`src/rtl/irq_pkg.sv`:
```
// Shared types for the interrupt claim front end.
package irq_pkg;

  typedef enum logic [1:0] {
    IDLE  = 2'd0,
    OFFER = 2'd1,
    GAP   = 2'd2
  } state_t;

endpackage

```
`src/rtl/prio_enc_n.sv`:
```
// Lowest-index-first priority encoder: cand -> index of lowest set bit plus any-set flag.
module prio_enc_n #(
  parameter int N = 4
) (
  input  logic [2**N-1:0] cand,
  output logic [N-1:0]    sel,
  output logic            any
);

  always_comb begin
    // NOTE: defaults first so every path assigns sel/any and no latch is inferred.
    sel = '0;
    any = 1'b0;
    // Scan from the top down so the lowest set index is the last (winning) write.
    for (int i = 2**N - 1; i >= 0; i--) begin
      if (cand[i]) begin
        sel = N'(i);
        any = 1'b1;
      end
    end
  end

endmodule

```
`src/rtl/irq_claim_arbiter.sv`:
```
// Edge-detects request lines into pending bits, offers the highest-priority eligible ID
// on a valid/claim handshake and tracks claimed sources until they are completed.
module irq_claim_arbiter
  import irq_pkg::*;
#(
  parameter int N = 4
) (
  input  logic              Clk,
  input  logic              Rst,
  input  logic [2**N-1:0]   IrqIn,
  input  logic [2**N-1:0]   IrqMask,
  input  logic              Claim,
  input  logic              Complete,
  input  logic [N-1:0]      CompleteId,
  output logic              IdValid,
  output logic [N-1:0]      IdOut,
  output logic [2**N-1:0]   Pending,
  output logic [2**N-1:0]   InService
);

  localparam int W = 2**N;
  localparam logic [W-1:0] ONE = W'(1);

  state_t       state;
  logic [W-1:0] irq_prev;
  logic [W-1:0] edges;
  logic [W-1:0] cand;
  logic [N-1:0] sel;
  logic         any;
  logic         claim_fire;
  logic [W-1:0] claim_oh;
  logic [W-1:0] complete_oh;

  assign edges       = IrqIn & ~irq_prev;
  assign cand        = Pending & IrqMask & ~InService;
  // Only an offered ID can be claimed; Claim outside OFFER is ignored.
  assign claim_fire  = (state == OFFER) && Claim;
  assign claim_oh    = claim_fire ? (ONE << IdOut) : '0;
  assign complete_oh = Complete ? (ONE << CompleteId) : '0;

  prio_enc_n #(.N(N)) u_prio_enc (
    .cand (cand),
    .sel  (sel),
    .any  (any)
  );

  always_ff @(posedge Clk) begin
    if (Rst) begin
      state     <= IDLE;
      irq_prev  <= '0;
      Pending   <= '0;
      InService <= '0;
      IdValid   <= 1'b0;
      IdOut     <= '0;
    end else begin
      // NOTE: non-blocking assignments keep every register reading pre-edge values.
      irq_prev  <= IrqIn;
      // A fresh edge beats the claim clear; a claim set beats a same-ID complete.
      Pending   <= (Pending & ~claim_oh) | edges;
      InService <= (InService & ~complete_oh) | claim_oh;

      case (state)
        IDLE: begin
          IdValid <= 1'b0;
          if (any) begin
            IdOut   <= sel;
            IdValid <= 1'b1;
            state   <= OFFER;
          end
        end
        OFFER: begin
          if (Claim) begin
            IdValid <= 1'b0;
            state   <= GAP;
          end else if (!any) begin
            IdValid <= 1'b0;
            state   <= IDLE;
          end else begin
            IdOut   <= sel;
          end
        end
        GAP: begin
          IdValid <= 1'b0;
          state   <= IDLE;
        end
        default: begin
          IdValid <= 1'b0;
          state   <= IDLE;
        end
      endcase
    end
  end

endmodule

```
`config.mk`:
```
export PLATFORM = sky130hd
export DESIGN_NAME = irq_claim_arbiter
export DESIGN_NICKNAME = d
export VERILOG_FILES = /design/src/rtl/irq_pkg.sv /design/src/rtl/prio_enc_n.sv /design/src/rtl/irq_claim_arbiter.sv
export SDC_FILE = /design/constraint.sdc
export NUM_CORES = 1
export LEC_CHECK = 0
export CAP_MARGIN = 20
export CORE_MARGIN = 3
export CORE_UTILIZATION = 45
export CTS_CLUSTER_DIAMETER = 200
export DETAILED_ROUTE_END_ITERATION = 7
export PLACE_DENSITY = 0.79
export SYNTH_ARGS = -nofsm -noshare
export SYNTH_HDL_FRONTEND = slang
export SYNTH_HIERARCHICAL = 1
export SYNTH_SLANG_ARGS = --single-unit
```
`constraint.sdc`:
```
create_clock -name Clk -period 2.1 [get_ports Clk]
set_clock_uncertainty 0.2 [all_clocks]
set_input_delay 0.42 -clock Clk [delete_from_list [all_inputs] [get_ports Clk]]
set_output_delay 0.42 -clock Clk [all_outputs]
set_load 0.05 [all_outputs]
```
Word-level counts from Yosys, hierarchy flattened
Index checks and enable logic that the tools add are counted.
{ "word_totals": {"reg_bits": 55, "inputBits": 40} }
{ "classes": {"eq_ne": 4, "shifts": 2, "n_mux": 45, "bitwise": 11, "n_reduce_logical": 5} }
{ "ops": {"columns": ["cell", "n"], "rows": [
  ["16-bit AND", 5],
  ["4-bit 2-to-1 mux", 18],
  ["16-bit inverter", 4],
  ["16-bit 2-to-1 mux", 2],
  ["16-bit OR", 2],
  ["1-bit by 4-bit left shift with 16-bit output (first input constant)", 2],
  ["1-bit 2-to-1 mux", 19],
  ["4-bit one-hot mux with 2 select lines", 1],
  ["2-bit 2-to-1 mux", 3],
  ["2-bit != test (second input constant)", 2],
  ["2-bit one-hot mux with 2 select lines", 1],
  ["2-bit AND reduction", 2],
  ["3-bit != test (second input constant)", 1],
  ["2-bit by 1-bit == test with 1-bit output (second input constant)", 1],
  ["2-bit logical NOT", 1],
  ["1-bit one-hot mux with 2 select lines", 1],
  ["2-bit nonzero test", 1],
  ["1-bit logical AND", 1]
]} }

Logic depth before layout (Yosys ltp)
{ "depth": {"depth_word": 21, "ltp_mapped": 8, "depth_no_buf": 8} }

Hierarchy
The synthesis kept the hierarchy.
{ "modules_own_cells": {"columns": ["mod", "instances", "cells_per_inst", "area_each_um2"], "rows": [
  ["irq_claim_arbiter", 1, 238, 2085.8],
  ["prio_enc_n", 1, 33, 178.9]
]} }

Worst setup path before layout
OpenSTA, ideal clock, no wires.
{ "synth_path": {"path_kind": "register to register", "from": "reg InService[10]", "to": "reg IdOut[2]", "setup_time_ps": 70, "t_arrival_ps": 1786, "slack_ps": 44, "stages_incl_launch_ff": 8, "synth_period_minus_slack_ps": 2056, "path_cell_list": "dfxtp_1 > nor2_1 > nor4_2 > and3_1 > nand4_1 > nand2b_1 > o21ai_0 > a21oi_1"} }
{ "synth_between": {"elab_chain_len": 16, "word_cells_on_any_way": 27, "classes_between": "mux (25); bitwise (2)"} }
{ "synth_rtl": {"columns": ["item", "line_no", "rtl"], "rows": [
  ["start, declared", "irq_claim_arbiter.sv:18", "output logic [2**N-1:0] InService"],
  ["start signal, assigned", "irq_claim_arbiter.sv:60", "InService <= (InService & ~complete_oh) | claim_oh;"],
  ["16-bit inverter (*)", "irq_claim_arbiter.sv:35", "assign cand = Pending & IrqMask & ~InService;"],
  ["16-bit AND (*)", "irq_claim_arbiter.sv:35", null],
  ["net cand[10]", "irq_claim_arbiter.sv:27", "logic [W-1:0] cand;"],
  ["1-bit 2-to-1 mux (*) (11 in a row)", "prio_enc_n.sv:16", "if (cand[i]) begin"],
  ["net any", "irq_claim_arbiter.sv:29", "logic any;"],
  ["4-bit 2-to-1 mux (*)", "irq_claim_arbiter.sv:65, irq_claim_arbiter.sv:75", null],
  ["4-bit 2-to-1 mux", "irq_claim_arbiter.sv:72", "if (Claim) begin"],
  ["4-bit one-hot mux with 2 select lines (*)", "irq_claim_arbiter.sv:62", "case (state)"],
  ["end signal, assigned", "irq_claim_arbiter.sv:66", "IdOut <= sel;"],
  ["end signal, assigned", "irq_claim_arbiter.sv:79", "IdOut <= sel;"],
  ["end, declared", "irq_claim_arbiter.sv:16", "output logic [N-1:0] IdOut,"]
]} }
The timed path passes the listed nets; every way through them passes the cells marked *. The select of a mux whose other input is x is not followed.
A chain may end at the register's enable or synchronous reset.

Worst setup path after layout
{ "layout_path": {"from": "in IrqMask[13]", "to": "reg IdValid"} }
{ "layout_between": {"elab_chain_len": 18, "word_cells_on_any_way": 19, "classes_between": "eq/ne (1); mux (16); bitwise (2)"} }
{ "layout_rtl": {"columns": ["item", "line_no", "rtl"], "rows": [
  ["start, declared", "irq_claim_arbiter.sv:11", "input logic [2**N-1:0] IrqMask,"],
  ["16-bit AND (*) (2 in a row)", "irq_claim_arbiter.sv:35", null],
  ["net cand[13]", "irq_claim_arbiter.sv:27", null],
  ["1-bit 2-to-1 mux (*) (14 in a row)", "prio_enc_n.sv:16", null],
  ["net any", "irq_claim_arbiter.sv:29", null],
  ["1-bit 2-to-1 mux", "irq_claim_arbiter.sv:65", "if (any) begin"],
  ["1-bit one-hot mux with 2 select lines", "irq_claim_arbiter.sv:62", null],
  ["end signal, assigned", "irq_claim_arbiter.sv:64", "IdValid <= 1'b0;"],
  ["end signal, assigned", "irq_claim_arbiter.sv:67", "IdValid <= 1'b1;"],
  ["end signal, assigned", "irq_claim_arbiter.sv:73", "IdValid <= 1'b0;"],
  ["end, declared", "irq_claim_arbiter.sv:15", "output logic IdValid,"]
]} }
The timed path passes the listed nets; every way through them passes the cells marked *.

==> reports/results.ini <==
[synth]
yosys-top-cells-count = dfxtp_1, nand2_1, o21ai_0
synth_cells = 271
ys_ff_latch = 55
synth_flop_cell = dfxtp_1
yosys.area.top_type = dfxtp_1
synth.cell_area_um2 = 2265
yosys-top-cells-area = dfxtp_1, o21ai_0, nand2_1
synth_edf_count = 0
ys_seq_area_frac = 0.4862
synth_top_cell_area_share = 0.4862
synthArstFlopShare = 0
syn_nets = 311
synth_cell_type_count = 37
syn_avg_cell_area_um2 = 8.357
ys_warn_count = 6
synth.most_common_cell = dfxtp_1

[setup_path]
worst_r2r_path_depth = 8
start_kind = primary input
cp-end-kind = flip-flop
arrival_ns = 2.03
critical_path_class = primary input to flip-flop
path_max_fanout = 6
crit_required_ns = 2.13

[drt]
vias = 2446
via_per_inst = 5.584
post-route-drc-count = 0
dr.first_iter.drc_count = 160
drt.antenna.violating_nets = 0
first_pass_iters = 4
drt-total-wl_um = 7040
routedWlPerCell_um = 16.07

[floorplanning]
rows = 25
core_area_um2 = 4786
start_util = 0.4732
die_w_um = 76.94
die_area_um2 = 5920
ios = 77
die_y_um = 76.94

[power_and_ir_drop]
ir_drop_mv = 0.4744
p_leak_nw = 1.473
p_per_area_nw_per_um2 = 797.0

[sta]
max_slew.worst_pin.slew_ns = 0.3645
max_freq_mhz = 499.8
fin_crit_sh = 0.9528
setup_violations = 0
rsz0062_at_grt = false
hold_violations = 0
drv_slew = 0
fin_crit_ns = 2.001
max_slew_margin = 0.7535

[cells_and_area]
final_util = 0.6970
fillers = 391
syn2layout_area_growth_pct = 47.29
fin_cells = 438
n_antenna_cell = 0
final_nets = 410
drive_above_1_share = 0.2156

[flow_run]
drv_cap = 0

[clocking]
cts_max_path_buffers = 2
cts_hold_buf = 0
clock-sinks = 55
worstSkewPairLatency_ns = 0.31
clk_pin_slew_ns = 0.10
root_buffer = clkbuf_8
cts_tree = done
h-tree-depth = 2
numCtsBuffers = 5

[placed_design]
hpwl_um = 5336
io_buffers = 76
place.gp.congestion = 0.8878
place_inst = 428

[grt]
grt_pass1_wl_um = 11120
antenna_found_initial = 0
grt_usage = 0.2370
gr-total-overflow = 0
grt_max_degree = 22
first_global_vias = 2368

[status]
status = finished clean

[hold_path]
hp-class = flip-flop to flip-flop
min_path_cells = 1

worst max-delay path, stage by stage:
cell and delay, ns:
clkdlybuf4s50_1 0.45, nand2_1 0.05, nor2_1 0.17, nor2_1 0.09
and3_1 0.20, nand4_1 0.11, nand2b_1 0.15, buf_4 0.17
a211oi_1 0.22
cell usage in the layout (no fill, tap or decap), types with 4 or more instances in the layout:
cell type,n
o211ai_1,17
o21ai_0,31
nor2_1,20
nand2_1,39
nand2b_1,6
nor3_1,4
nand3_1,6
clkbuf_8,5
buf_4,62
dfxtp_1,55
a21oi_1,8
inv_1,21
clkdlybuf4s50_1,36
o311ai_0,12
per-layer routing:
metal | up-vias | track usage | wire, um
li1 | 1170 | - | -
met2 | 107 | 0.3841 | 3331
met3 | 15 | 0.06690 | 554
met5 | - | 0 | 0
met1 | 1154 | 0.2884 | 2981
met4 | 0 | 0.1141 | 173
per-stage QoR:
step / total power, W / hold WS, ns / instance area [um^2] / setup TNS, ns / worst slack [ns]
after detailed placement: 0.001840 / 0.2107 / 3163 / -1.471 / -0.2670
final: 0.002658 / 0.2190 / 3336 / 0 / 0.09919
after floorplan: 0.001565 / 0.1988 / 2265 / 0 / 0.04355
after global placement: 0.001829 / 0.2011 / 3163 / -1.030 / -0.1925
after global routing: 0.002769 / 0.2336 / 3336 / 0 / 0.03263
after CTS: 0.002649 / 0.2225 / 3296 / 0 / 0.06594
sequential cells by signal (all words and copies together) (netlist names):
name,flops
IdOut,4
Pending,16
irq_prev,16
IdValid,1
state,2
InService,16
final timing paths:
kind	from	end	slack [ns]
worst max register to register	Pending[11]$_SDFF_PP0_	IdOut[1]$_SDFFE_PP0P_	0.24
worst min-delay path	irq_prev[3]$_SDFF_PP0_	Pending[3]$_SDFF_PP0_	0.22
worst max-delay path	IrqMask[13]	IdValid$_SDFFE_PP0P_	0.1
worst min register to register	irq_prev[3]$_SDFF_PP0_	Pending[3]$_SDFF_PP0_	0.22
final cells by class:
type | instances | area, um^2 | share of cell area
Clock buffer | 6 | 72.57 | 0.02176
Clock inverter | 2 | 60.06 | 0.01800
Inverter | 21 | 78.83 | 0.02363
Multi-Input combinational cell | 185 | 1056 | 0.3166
Sequential cell | 55 | 1101 | 0.3301
Tap cell | 67 | 83.83 | 0.02513
Timing Repair Buffer | 102 | 883.3 | 0.2648
where the power goes:
group / internal, W / leakage, nW / switching, W
logic: 0.000265 / 0.953 / 0.000402
registers: 0.00111 / 0.454 / 0.0000590
clock network: 0.000477 / 0.0654 / 0.000344
total: 0.00185 / 1.47 / 0.000805
logic make-up (layout without fill, tap and decap cells):
family / Yosys count / after routing / synth area share
flops: 55 / 55 / 0.4862
buf+inv: 31 / 131 / 0.05525
simple gates: 106 / 106 / 0.2348
compound gates: 79 / 79 / 0.2238
timing repair:
| item | in CTS | in global routing |
|---|---|---|
| resized for setup | 0 | 12 |
| setup buffers | 0 | 2 |
| setup endpoints to repair | 0 | 4 |
Power figures use the tool's default switching activity.
